<file path="src/rtl/dp_transition_scheduler_pkg.sv">
// Shared types and constants for the dining-philosophers transition scheduler.
// Net indices: place 2i = thinking(i), 2i+1 = eating(i); forks i, (i+1)%N.
package dp_transition_scheduler_pkg;

  localparam int N_PHIL = 5;
  localparam int NT     = 2 * N_PHIL;
  localparam int NP     = 2 * N_PHIL;
  localparam int KW     = $clog2(NT);
  localparam int PW     = $clog2(N_PHIL);

  localparam logic [NP-1:0]     MARK_RST = 10'b0101010101;
  localparam logic [N_PHIL-1:0] FORK_RST = '1;

  typedef enum logic [2:0] {
    IDLE,
    SELECT,
    FIRE,
    WAIT_HI,
    WAIT_LO
  } state_t;

  function automatic logic [PW-1:0] left_fork(
    input logic [PW-1:0] i
  );
    return i;
  endfunction

  function automatic logic [PW-1:0] right_fork(
    input logic [PW-1:0] i
  );
    return (i == PW'(N_PHIL - 1)) ? '0 : i + 1'b1;
  endfunction

endpackage

</file>
<file path="src/rtl/dp_transition_scheduler_if.sv">
// Request / fire / marking bundle between the scheduler and its neighbours.
// master = request and ack side, slave = scheduler.
interface dp_transition_scheduler_if;
  import dp_transition_scheduler_pkg::*;

  logic [N_PHIL-1:0] req_eat;
  logic [N_PHIL-1:0] req_done;
  logic              ack;
  logic [NT-1:0]     t;
  logic              en;
  logic              data;
  logic [NP-1:0]     marking;
  logic [N_PHIL-1:0] forks;
  logic              err_timeout;

  modport master (
    output req_eat, req_done, ack,
    input  t, en, data, marking, forks, err_timeout
  );

  modport slave (
    input  req_eat, req_done, ack,
    output t, en, data, marking, forks, err_timeout
  );

endinterface

</file>
<file path="src/rtl/dp_transition_scheduler_arb.sv">
// Rotate-priority arbiter over the transition enables.
// The search starts at i_ptr and wraps from NT-1 back to 0.
module dp_transition_scheduler_arb
  import dp_transition_scheduler_pkg::*;
(
  input  logic [NT-1:0] i_req,
  input  logic [KW-1:0] i_ptr,
  output logic [NT-1:0] o_grant,
  output logic [KW-1:0] o_idx,
  output logic          o_valid
);

  always_comb begin
    o_grant = '0;
    o_idx   = '0;
    o_valid = 1'b0;
    for (int n = 0; n < NT; n++) begin
      if (!o_valid && i_req[(int'(i_ptr) + n) % NT]) begin
        o_valid = 1'b1;
        o_grant[(int'(i_ptr) + n) % NT] = 1'b1;
        o_idx = KW'((int'(i_ptr) + n) % NT);
      end
    end
  end

endmodule

</file>
<file path="src/rtl/dp_transition_scheduler.sv">
// Owns the philosopher Petri-net marking and fires one enabled
// transition at a time toward the MSFSM side, 4-phase acked.
module dp_transition_scheduler
  import dp_transition_scheduler_pkg::*;
#(
  parameter int ACK_TIMEOUT = 255,
  parameter int TW          = 8
) (
  input  logic                       clk,
  input  logic                       reset,
  dp_transition_scheduler_if.slave   bus
);

  state_t            r_state;
  state_t            w_next;
  logic [NP-1:0]     r_mark;
  logic [N_PHIL-1:0] r_forks;
  logic [NT-1:0]     r_t;
  logic [NT-1:0]     r_gnt;
  logic              r_en;
  logic              r_data;
  logic              r_err;
  logic [KW-1:0]     r_ptr;
  logic [KW-1:0]     r_k;
  logic [TW-1:0]     r_cnt;

  logic [NT-1:0]     w_enabled;
  logic [NT-1:0]     w_grant;
  logic [KW-1:0]     w_idx;
  logic              w_any;
  logic              w_wait;
  logic              w_exit_ok;
  logic              w_tmo;
  logic [PW-1:0]     w_phil;

  for (genvar g = 0; g < N_PHIL; g++) begin : g_en
    assign w_enabled[2*g] = r_mark[2*g]
                          & r_forks[g]
                          & r_forks[(g+1) % N_PHIL]
                          & bus.req_eat[g];
    assign w_enabled[2*g+1] = r_mark[2*g+1]
                            & bus.req_done[g];
  end

  dp_transition_scheduler_arb u_arb (
    .i_req   (w_enabled),
    .i_ptr   (r_ptr),
    .o_grant (w_grant),
    .o_idx   (w_idx),
    .o_valid (w_any)
  );

  assign w_phil    = r_k[KW-1:1];
  assign w_wait    = (r_state == WAIT_HI)
                   || (r_state == WAIT_LO);
  assign w_exit_ok = ((r_state == WAIT_HI) && bus.ack)
                   || ((r_state == WAIT_LO) && !bus.ack);
  assign w_tmo     = w_wait && !w_exit_ok
                   && (r_cnt == TW'(ACK_TIMEOUT - 1));

  always_comb begin
    w_next = r_state;
    unique case (r_state)
      IDLE:    if (w_any && !bus.ack) w_next = SELECT;
      SELECT:  w_next = w_any ? FIRE : IDLE;
      FIRE:    w_next = WAIT_HI;
      WAIT_HI: begin
        if (bus.ack)    w_next = WAIT_LO;
        else if (w_tmo) w_next = IDLE;
      end
      WAIT_LO: begin
        if (!bus.ack)   w_next = IDLE;
        else if (w_tmo) w_next = IDLE;
      end
      default: w_next = IDLE;
    endcase
  end

  always_ff @(posedge clk or negedge reset) begin
    if (!reset) r_state <= IDLE;
    else        r_state <= w_next;
  end

  always_ff @(posedge clk or negedge reset) begin
    if (!reset) begin
      r_mark  <= MARK_RST;
      r_forks <= FORK_RST;
      r_t     <= '0;
      r_gnt   <= '0;
      r_en    <= 1'b0;
      r_data  <= 1'b0;
      r_err   <= 1'b0;
      r_ptr   <= '0;
      r_k     <= '0;
      r_cnt   <= '0;
    end else begin
      if (r_state != w_next)
        r_cnt <= '0;
      else if (w_wait && r_cnt != '1)
        r_cnt <= r_cnt + 1'b1;

      if (r_state == SELECT && w_any) begin
        r_k   <= w_idx;
        r_gnt <= w_grant;
      end

      // marking commits on the same edge en rises, so it is stable under en
      if (r_state == FIRE) begin
        r_mark[{w_phil, 1'b0}]       <= r_k[0];
        r_mark[{w_phil, 1'b1}]       <= ~r_k[0];
        r_forks[left_fork(w_phil)]  <= r_k[0];
        r_forks[right_fork(w_phil)] <= r_k[0];
        r_t    <= r_gnt;
        r_en   <= 1'b1;
        r_data <= r_k[0];
        r_ptr  <= (r_k == KW'(NT - 1)) ? '0 : r_k + 1'b1;
      end

      if (r_state == WAIT_HI && (bus.ack || w_tmo)) begin
        r_t  <= '0;
        r_en <= 1'b0;
      end

      if (w_tmo) r_err <= 1'b1;
    end
  end

  assign bus.t           = r_t;
  assign bus.en          = r_en;
  assign bus.data        = r_data;
  assign bus.marking     = r_mark;
  assign bus.forks       = r_forks;
  assign bus.err_timeout = r_err;

endmodule
</file>
<file path="src/flat_wrapper.sv">
// flat-port wrapper written by rule: the top's interface ports become plain ports
module dp_transition_scheduler_flat import dp_transition_scheduler_pkg::*;
#(
  parameter int ACK_TIMEOUT = 255,
  parameter int TW          = 8
)
  (clk, reset, bus_req_eat, bus_req_done, bus_ack, bus_t, bus_en, bus_data, bus_marking, bus_forks, bus_err_timeout);
  dp_transition_scheduler_if bus_i ();
  input  logic clk;
  input  logic reset;
  input wire logic [$bits(bus_i.req_eat)-1:0] bus_req_eat;
  input wire logic [$bits(bus_i.req_done)-1:0] bus_req_done;
  input wire logic [$bits(bus_i.ack)-1:0] bus_ack;
  output wire logic [$bits(bus_i.t)-1:0] bus_t;
  output wire logic [$bits(bus_i.en)-1:0] bus_en;
  output wire logic [$bits(bus_i.data)-1:0] bus_data;
  output wire logic [$bits(bus_i.marking)-1:0] bus_marking;
  output wire logic [$bits(bus_i.forks)-1:0] bus_forks;
  output wire logic [$bits(bus_i.err_timeout)-1:0] bus_err_timeout;
  assign bus_i.req_eat = bus_req_eat;
  assign bus_i.req_done = bus_req_done;
  assign bus_i.ack = bus_ack;
  assign bus_t = bus_i.t;
  assign bus_en = bus_i.en;
  assign bus_data = bus_i.data;
  assign bus_marking = bus_i.marking;
  assign bus_forks = bus_i.forks;
  assign bus_err_timeout = bus_i.err_timeout;
  dp_transition_scheduler #(.ACK_TIMEOUT(ACK_TIMEOUT), .TW(TW)) u_core (.clk(clk), .reset(reset), .bus(bus_i));
endmodule
</file>
<file path="config.mk">
export PLATFORM = sky130hd
export DESIGN_NAME = dp_transition_scheduler_flat
export DESIGN_NICKNAME = d
export VERILOG_FILES = /design/src/rtl/dp_transition_scheduler_pkg.sv /design/src/rtl/dp_transition_scheduler_if.sv /design/src/rtl/dp_transition_scheduler_arb.sv /design/src/rtl/dp_transition_scheduler.sv /design/src/flat_wrapper.sv
export SDC_FILE = /design/constraint.sdc
export NUM_CORES = 1
export LEC_CHECK = 0
export CAP_MARGIN = 15
export CORE_UTILIZATION = 60
export CTS_BUF_LIST = sky130_fd_sc_hd__clkbuf_8 sky130_fd_sc_hd__clkbuf_16
export DETAILED_ROUTE_END_ITERATION = 6
export PLACE_DENSITY = 0.79
export SYNTH_ARGS = -nofsm -noshare
export SYNTH_HDL_FRONTEND = slang
export SYNTH_SLANG_ARGS = --single-unit
</file>
<file path="constraint.sdc">
create_clock -name clk -period 7.9 [get_ports clk]
set_clock_uncertainty 0.15 [all_clocks]
set_input_delay 0.79 -clock clk [delete_from_list [all_inputs] [get_ports clk]]
set_output_delay 0.79 -clock clk [all_outputs]
set_load 0.05 [all_outputs]
</file>
# == Word level (Yosys, flattened, before mapping) ==
# Index checks and enable logic that the tools add are counted.
# word_totals
ff_bits,57
input_bits,13
output_inout_bits,28
wordCells,254
# op_classes
addsub,12
n_div,10
magnitude_cmp,28
eq_ne,9
muxes,106
bitwise_logic,30
reduce_logical,48
# op_table
op,n
"32-bit by 1-bit greater-or-equal comparator with 1-bit output, second input constant",10
"32-bit by 6-bit < comparator with 1-bit output, second input constant",10
"32-bit by 5-bit modulo with 32-bit output, second input constant",9
10-bit 2-to-1 mux,12
10-bit bitwise OR,9
1-bit 2-to-1 mux,46
4-bit 2-to-1 mux,11
1-bit binary-select mux with 4-bit select,10
1-bit demux with 4-bit select,10
"5-bit by 5-bit modulo with 32-bit output, second input constant",1
1-bit logical AND,31
"4-bit by 3-bit adder with 5-bit output, second input constant",4
1-bit bitwise AND,20
10-bit bitwise mux,2
8-bit 2-to-1 mux,2
3-bit 2-to-1 mux,5
3-bit one-hot mux with 5 select lines,1
1-bit demux with 3-bit select,4
1-bit zero test,11
"4-bit by 2-bit adder with 5-bit output, second input constant",2
"4-bit by 4-bit adder with 5-bit output, second input constant",2
5-bit bitwise mux,2
"4-bit by 5-bit < comparator with 1-bit output, second input constant",2
"8-bit by 1-bit adder with 8-bit output, second input constant",1
other kinds (18),26

# == Logic depth before layout (Yosys ltp) ==
# Gate-level depths: netlist of the first run.
# depth
depth_word,39
ltp_mapped,25
mapped_depth_nobuf,19

# == Hierarchy ==
# From an unflattened synthesis of the first run, not the netlist that was laid out.
# unflattened
hier_cells,1070
area_unflattened_um2,8330.5
# modules_own_cells
mod,n_inst,cells_each,area_each_um2,seq_area_each_um2
dp_transition_scheduler_arb,1,826,5604.1,0.0
dp_transition_scheduler,1,244,2726.4,1438.9

# == Worst setup path after synthesis of the first run ==
# Ideal clock, no wire load.
# synth_timing
path_kind,register -> register
start,register u_core.r_ptr[1]
end,register u_core.r_k[3]
setup_ns,0.121
arrival_time_ns,5.559
t_required_ns,7.629
setup_slack_ns,2.070
path_stages_with_launch,22
path_buffers,5
synth_period_minus_slack_ns,5.830
path_cell_list,dfrtp_1 -> buf_2 -> buf_2 -> inv_1 -> clkbuf_1 -> ha_1 -> inv_1 -> ha_1 -> buf_2 -> nor3_1 -> a21o_1 -> o21ai_0 -> ha_1 -> or4_1 -> a22oi_1 -> a221oi_1 -> or3_1 -> buf_4 -> nor4b_4 -> a211oi_1 -> a2111o_1 -> a22o_1
# synth_between
elab_chain_cells,33
elab_cells_between_ends,88
cone_classes,add/sub: 9; div: 10; mux: 50; reduce/logical: 19
# synth_rtl
item,line,text
"start, declared",dp_transition_scheduler.sv:23,logic [KW-1:0] r_ptr;
"start signal, assigned",dp_transition_scheduler.sv:116,r_ptr <= (r_k == KW'(NT - 1)) ? '0 : r_k + 1'b1;
branches (longest 33 deep; another with 32-bit by 5-bit modulo with 32-bit output),n/a,
"end signal, assigned",dp_transition_scheduler.sv:103,r_k <= w_idx;
"end, declared",dp_transition_scheduler.sv:24,logic [KW-1:0] r_k;
# Several ways; the timed one is not identified. The select of a mux whose other input is x is not followed.
# A chain may end at the register's enable or synchronous reset.

# == Worst setup path after layout of the first run ==
# layout_timing
start,register u_core.r_ptr[2]
end,register u_core.r_gnt[1]
# layout_between
elab_chain_cells,33
elab_cells_between_ends,147
cone_classes,add/sub: 9; div: 10; order compare: 20; mux: 70; bitwise: 9; reduce/logical: 29
# layout_rtl
item,line,text
branches (longest 33 deep; another with 32-bit by 5-bit modulo with 32-bit output),n/a,
"end signal, assigned",dp_transition_scheduler.sv:104,r_gnt <= w_grant;
"end, declared",dp_transition_scheduler.sv:19,logic [NT-1:0] r_gnt;
# Several ways; the timed one is not identified. The select of a mux whose other input is x is not followed.

==> results.md, run 1 <==
- Slew margin rel.: 0.2269
- Worst IR drop on VDD: 0.1119 mV
- Largest net degree at the start of global routing: 58
- Final RePlAce weighted congestion: 1.082
- Clock Tree Root: clkbuf_16
- Terminus of the critical flop-to-flop path: u_core.r_gnt[1]
- Sequential fraction of the synthesis area: 0.1651
- Port Buffers: 40
- Setup TNS: 0 ns
- Placed Cells: 1313
- Hold Crit Depth: 2
- Crit-path max FO: 21
- Post-Route WL: 27000 um
- Hold EP: u_core.bus.data
- Sw Ratio: 0.2377
- Post-CTS setup buffers: 0
- GR Util All Layers: 0.3639
- CP Capture Type: flip-flop
- Clk slew on worst S/H paths: 0.05 ns
- Ratio of cells with drive above 1 in the final layout: 0.1149
- Gate power share: 0.066
- Core Area: 14040 um2
- # rows: 43
- Syn_nets: 1208
- Post-layout util: 0.6685
- Die X: 122.5 um
- Leakage power: 3.644 nW
- CTS tree: built
- P_int: 0.5601 mW
- Setup-failing EPs final: 0
- Vias in the first global route: 8361
- Netlist cell types: 115
- Worst min path class: flip-flop to flip-flop
- DRC viols: 0
- Hold Path Origin: u_core.bus.data
- CTS Hold Bufs: 0
- Reg2reg setup slack: 1.31 ns
- Clock sink count: 57
- Crit share post-route: 0.8343
- Ant diodes: 0
- Post-synth EDFFs: 0
- Post-CTS sizing: 0
- Fin worst setup slack: 1.309 ns
- DR WL/cell: 20.32 um
- Area of the multi-input gates: 6759 um2
- CTS Buffer Depth: 2
- Hold Fails Final Rpt: 0
- Sequential share of power: 0.423
- Status: complete, no violations
- Max-slew violations: 0
- First-pass GRT wire length: 42970 um
- Initial antenna violation count: 0
- H-tree depth: 3
- Most common cell after layout, fill and taps aside: nand2_1
- Worst r2r src: u_core.r_ptr[2]
- Synthesized instance count: 1144
- Vias/cell: 6.988
- Psw: 0.1747 mW
- P per Cell Area: 78.26 nW/um2
- Die Y-Extent: 122.5 um
- Grt ovf: 0
- Post-DP HPWL: 20310 um
- Starting Density: 0.6208
- FMAX: 0.1517 GHz
- RSZ-0062 raised after global routing: no
- Final Non-Filler Cells: 1329
- Via count: 9287
- Top FF cell, synth: dfrtp_1
- Critical path type: flip-flop to flip-flop
- Clk Latency, worst-skew pair: 0.33 ns
- Async SR Flop Fraction: 1.000
- Number of nets with antenna violations after routing: 0
- First-pass DRT Iterations: 5
- Crit path arrival time: 6.65 ns
- Cell Area, Synth: 8717 um2
- Max-cap violations: 0
- Worst slack, placed: 1.587 ns
- Worst-Margin Slew: 1.147 ns
- CP Data Required Time: 7.96 ns
- IO Count: 41
- Crit path launch type: flip-flop
- Reg2reg path depth: 17
- Area grow syn2layout: 7.693%
- YS warnings: 0
- Crit path time final: 6.591 ns
- Synthesized area per cell: 7.620 um2
- Die ar.: 15010 um2
- Fillers: 1227
- Most frequent cells in the layout: nand2_1, nor2_1, o21ai_0
- Layout Nets: 1208
- First DRT Iteration DRCs: 903
- Synthesized flop and latch total: 57
- Clock Power Share: 0.511
- Register area: 1440 um2
- Cts bufs inserted: 9
- Worst hold slack: 0.3323 ns
-- worst max path at each step --
stage	start	end	slack (ns)	cells past startpoint
CTS	u_core.r_ptr[2]	u_core.r_gnt[1]	1.55	17
finish	u_core.r_ptr[2]	u_core.r_gnt[1]	1.31	17
detailed placement	u_core.r_ptr[2]	u_core.r_gnt[1]	1.59	17
global route	u_core.r_ptr[2]	u_core.r_gnt[1]	0.93	17
floorplan	u_core.r_ptr[1]	u_core.r_k[3]	2.07	21
global placement	u_core.r_ptr[2]	u_core.r_gnt[1]	1.74	18
-- cell usage after synthesis (all sizes together), types with 15 or more instances --
| library cell | count | area [um2] |
|---|---|---|
| a211oi | 18 | 162.7 |
| a21oi | 75 | 412.9 |
| a31oi | 23 | 143.9 |
| and3 | 15 | 103.9 |
| buf | 35 | 251.5 |
| clkbuf | 30 | 116.4 |
| dfrtp | 47 | 1176 |
| ha | 51 | 638.1 |
| inv | 41 | 153.9 |
| mux2 | 18 | 202.7 |
| mux2i | 18 | 180.2 |
| nand2 | 111 | 416.7 |
| nand2b | 18 | 120.1 |
| nand3 | 47 | 245.2 |
| nand4 | 23 | 143.9 |
| nor2 | 104 | 392.9 |
| nor2b | 15 | 101.3 |
| nor3 | 36 | 195.2 |
| o211ai | 19 | 147.6 |
| o21a | 18 | 135.1 |
| o21ai | 85 | 425.4 |
| xnor2 | 20 | 182.7 |
-- power by group through the flow --
stage,Sequential [mW],Combinational (mW),Clock [mW]
final,0.311,0.0484,0.375
after global routing,0.312,0.0537,0.389
after CTS,0.311,0.0492,0.381
after detailed placement,0.316,0.0488,0
after global placement,0.315,0.0483,0
after floorplan,0.325,0.0170,0
-- registers in the layout, indices dropped and copies added (netlist names), 3 cells and up --
register,count
u_core.r_k,4
u_core.r_gnt,10
u_core.r_ptr,4
u_core.r_state,3
u_core.bus.t,10
u_core.r_cnt,8
u_core.bus.forks,5
u_core.bus.marking,10
-- worst max-delay path, cell delays in order, from the launching register on --
cell      delay (ns)
dfrtp_1         0.68
inv_1           0.37
buf_4           0.30
ha_1            0.64
nand2b_1        0.16
ha_1            0.33
nor2b_1         0.12
o21ai_1         0.10
a22oi_2         0.38
xnor2_1         0.37
mux2i_1         0.17
a221oi_1        0.64
or3_1           0.44
nor4_2          0.10
nor2b_4         0.16
nor4b_2         0.83
o31ai_1         0.17
o32a_1          0.36
-- logic make-up after synthesis --
| group | count (synthesis) | share of synthesized area |
|---|---|---|
| AOI/OAI and AO/OA | 392 | 0.3294 |
| xor gates and xnor gates | 29 | 0.03172 |
| adders and majority gates | 56 | 0.07909 |
| buffers and inverters | 107 | 0.06028 |
| DFF | 57 | 0.1651 |
| muxes | 39 | 0.05167 |
| and+or+nand+nor | 464 | 0.2828 |
-- layout make-up --
type / count / area share
multi-input cells: 980 / 0.7200
well taps: 180 / 0.02399
flip-flops and latches: 57 / 0.1534
clock inverters: 5 / 0.003065
repair buffers: 54 / 0.05464
inverters: 42 / 0.01679
clock buffers: 11 / 0.02812
-- per-layer routing --
layer  vias up  GRT usage  part of all wire
li1       4369          -                 -
met5         -          0                 0
met1      4346     0.4764              0.43
met2       469     0.5783              0.44
met3       103    0.06831             0.083
met4         0     0.1662             0.047
-- stage by stage --
stage	instance area [um2]	power [mW]
after floorplan	8717	0.3417
after global placement	9095	0.3635
after detailed placement	9095	0.3644
after CTS	9388	0.7409
after global routing	9388	0.7551
final	9388	0.7347
Power figures use the tool's default switching activity.
==> run 2, diff against run 1 <==
- CORE_UTILIZATION: 60 -> 57
- clock period: 7.9 -> 5.4 ns (I/O delays scaled with it)
==> run 2 against run 1 <==
The run now ends with DRC left. Sequential power up 46%. Die area is 5.2% higher. Clock power is 82% higher. Sequential share of layout area shrank 0.96 points. Worst hold slack got worse by 0.13 ns. Critical path type unchanged. Largest cell class unchanged.
==> results.md, run 2 (synthesized netlist as in run 1, its figures left out) <==
- Highest cell delay on the worst timing path: 0.52 ns
- P_int: 0.9372 mW
- Dpl cell area: 9509 um2
- Core Area: 14750 um2
- # rows: 44
- CTS Hold Bufs: 0
- Failing checks: DRC
- Ratio of cells with drive above 1 in the final layout: 0.1728
- Vias/cell: 6.837
- GR Util All Layers: 0.3618
- Clk Latency, worst-skew pair: 0.33 ns
- Max-cap violations: 0
- Post-Route WL: 28560 um
- Hold Fails Final Rpt: 0
- RSZ-0062 raised after global routing: yes
- Layout Nets: 1263
- Gate power share: 0.060
- Sw Ratio: 0.2249
- IO Count: 41
- DR WL/cell: 20.58 um
- Largest net degree at the start of global routing: 58
- Die ar.: 15790 um2
- Worst r2r src: u_core.r_ptr[1]
- Crit-path cells: buf_12 -> ha_2 -> ha_1 -> nor2_1 -> inv_1 -> ha_1 -> nand3b_1 -> or4_4 -> a211oi_4 -> buf_4 -> nand2_1 -> a221oi_4 -> a21oi_4 -> and3_4 -> and3_4 -> a311oi_2 -> a211oi_1 -> a2111o_1 -> a22o_1
- DRC viols: 6
- Most common cell after layout, fill and taps aside: nand2_1
- Post-layout util: 0.6807
- Initial antenna violation count: 0
- Die X: 125.7 um
- H-tree depth: 3
- Crit path arrival time: 5.33 ns
- Sequential share of power: 0.377
- Clock Power Share: 0.563
- Reg2reg setup slack: 0.14 ns
- Clk slew on worst S/H paths: 0.06 ns
- Setup TNS: 0 ns
- Critical path type: flip-flop to flip-flop
- Max-slew violations: 0
- Worst min path class: input port to async pin
- Clock Tree Root: clkbuf_16
- Worst IR drop on VDD: 0.1727 mV
- First DRT Iteration DRCs: 1054
- P per Cell Area: 120.4 nW/um2
- CP Capture Type: flip-flop
- Grt ovf: 0
- Number of nets with antenna violations after routing: 0
- Worst hold slack: 0.2048 ns
- Crit-path max FO: 46
- Crit path time final: 5.263 ns
- Area grow syn2layout: 15.21%
- Leakage power: 3.971 nW
- Die Y-Extent: 125.7 um
- FMAX: 0.1900 GHz
- Terminus of the critical flop-to-flop path: u_core.r_k[3]
- Setup-failing EPs final: 0
- Crit path launch type: flip-flop
- CTS tree: built
- First-pass DRT Iterations: 7
- Crit share post-route: 0.9746
- Worst-Margin Slew: 0.7859 ns
- Post-DP HPWL: 21410 um
- First-pass GRT wire length: 45960 um
- CP Data Required Time: 5.47 ns
- Ant diodes: 0
- Starting Density: 0.5908
- Slew margin rel.: 0.4705
- Final RePlAce weighted congestion: 1.058
- Clock sink count: 57
- Via count: 9490
- Port Buffers: 40
- Worst path slowest cell: or4_4
- Cts bufs inserted: 9
- Status: complete, but fails checks
- Vias in the first global route: 8716
- Finished Cell Area: 10040 um2
- CTS Buffer Depth: 2
- Psw: 0.2720 mW
- Power Total: 1.209 mW
- Most frequent cells in the layout: nand2_1, nor2_1, o21ai_0
- Reg2reg path depth: 19
[run 2: cell count changes in the layout (fill, tap and decap cells not counted), moves of 3 or more]
cell	previous run	this run
ha_1	51	46
dfrtp_2	1	4
buf_4	13	67
bufinv_16	0	3
ha_2	0	3
dfrtp_1	46	43
[run 2: cell type report]
| class | count | area (um2) |
|---|---|---|
| Multi-Input combinational cell | 980 | 6919 |
| Fill cell | 1263 | 4711 |
| Sequential cell | 57 | 1444 |
| Timing Repair Buffer | 109 | 938.4 |
| Clock buffer | 10 | 239.0 |
| Tap cell | 184 | 230.2 |
| Inverter | 42 | 158.9 |
| Clock inverter | 6 | 113.9 |
[run 2: what timing repair did]
action,CTS,global route
gates resized for setup,1,26
pin swaps,0,3
setup endpoints to repair,1,22
endpoints found under the hold margin,0,0
setup buffers,0,4
[run 2: power groups by stage]
stage	clock network (mW)	logic, mW	registers, mW
after CTS	0.683	0.0739	0.455
after global placement	0	0.0710	0.461
final	0.681	0.0728	0.455
after global routing	0.707	0.0801	0.457
after detailed placement	0	0.0735	0.462
after floorplan	0	0.0249	0.475
[run 2: worst max-delay path, delay by kind of cell, from the launching register on]
kind                       cells  cell delay (ns)
AOI/OAI and AO/OA              7             1.79
and+or+nand+nor                6             1.49
adders and majority gates      3             0.83
buffers and inverters          3             0.52
DFF                            1             0.38
[run 2: per-stage QoR]
stage / cells / setup WS [ns]
after CTS: 1384 / 0.04963
after global routing: 1388 / -0.05697
after detailed placement: 1368 / 0.01149
final: 1388 / 0.1371
after global placement: 1368 / 0.03949
after floorplan: 1144 / 0.005469
[run 2: layer usage]
layer,track usage,up-vias,share of wire
met5,0,-,0
met4,0.1277,0,0.036
met3,0.05523,71,0.076
met2,0.5863,468,0.46
met1,0.4893,4472,0.43
li1,-,4479,-
[run 2: worst max-delay path by stage]
stage	startpoint	endpoint
global placement	u_core.r_ptr[1]	u_core.r_gnt[0]
CTS	u_core.r_ptr[1]	u_core.r_gnt[9]
finish	u_core.r_ptr[1]	u_core.r_k[3]
detailed placement	u_core.r_ptr[1]	u_core.r_gnt[0]
floorplan	u_core.r_ptr[1]	u_core.r_k[3]
global route	u_core.r_ptr[1]	u_core.r_gnt[0]
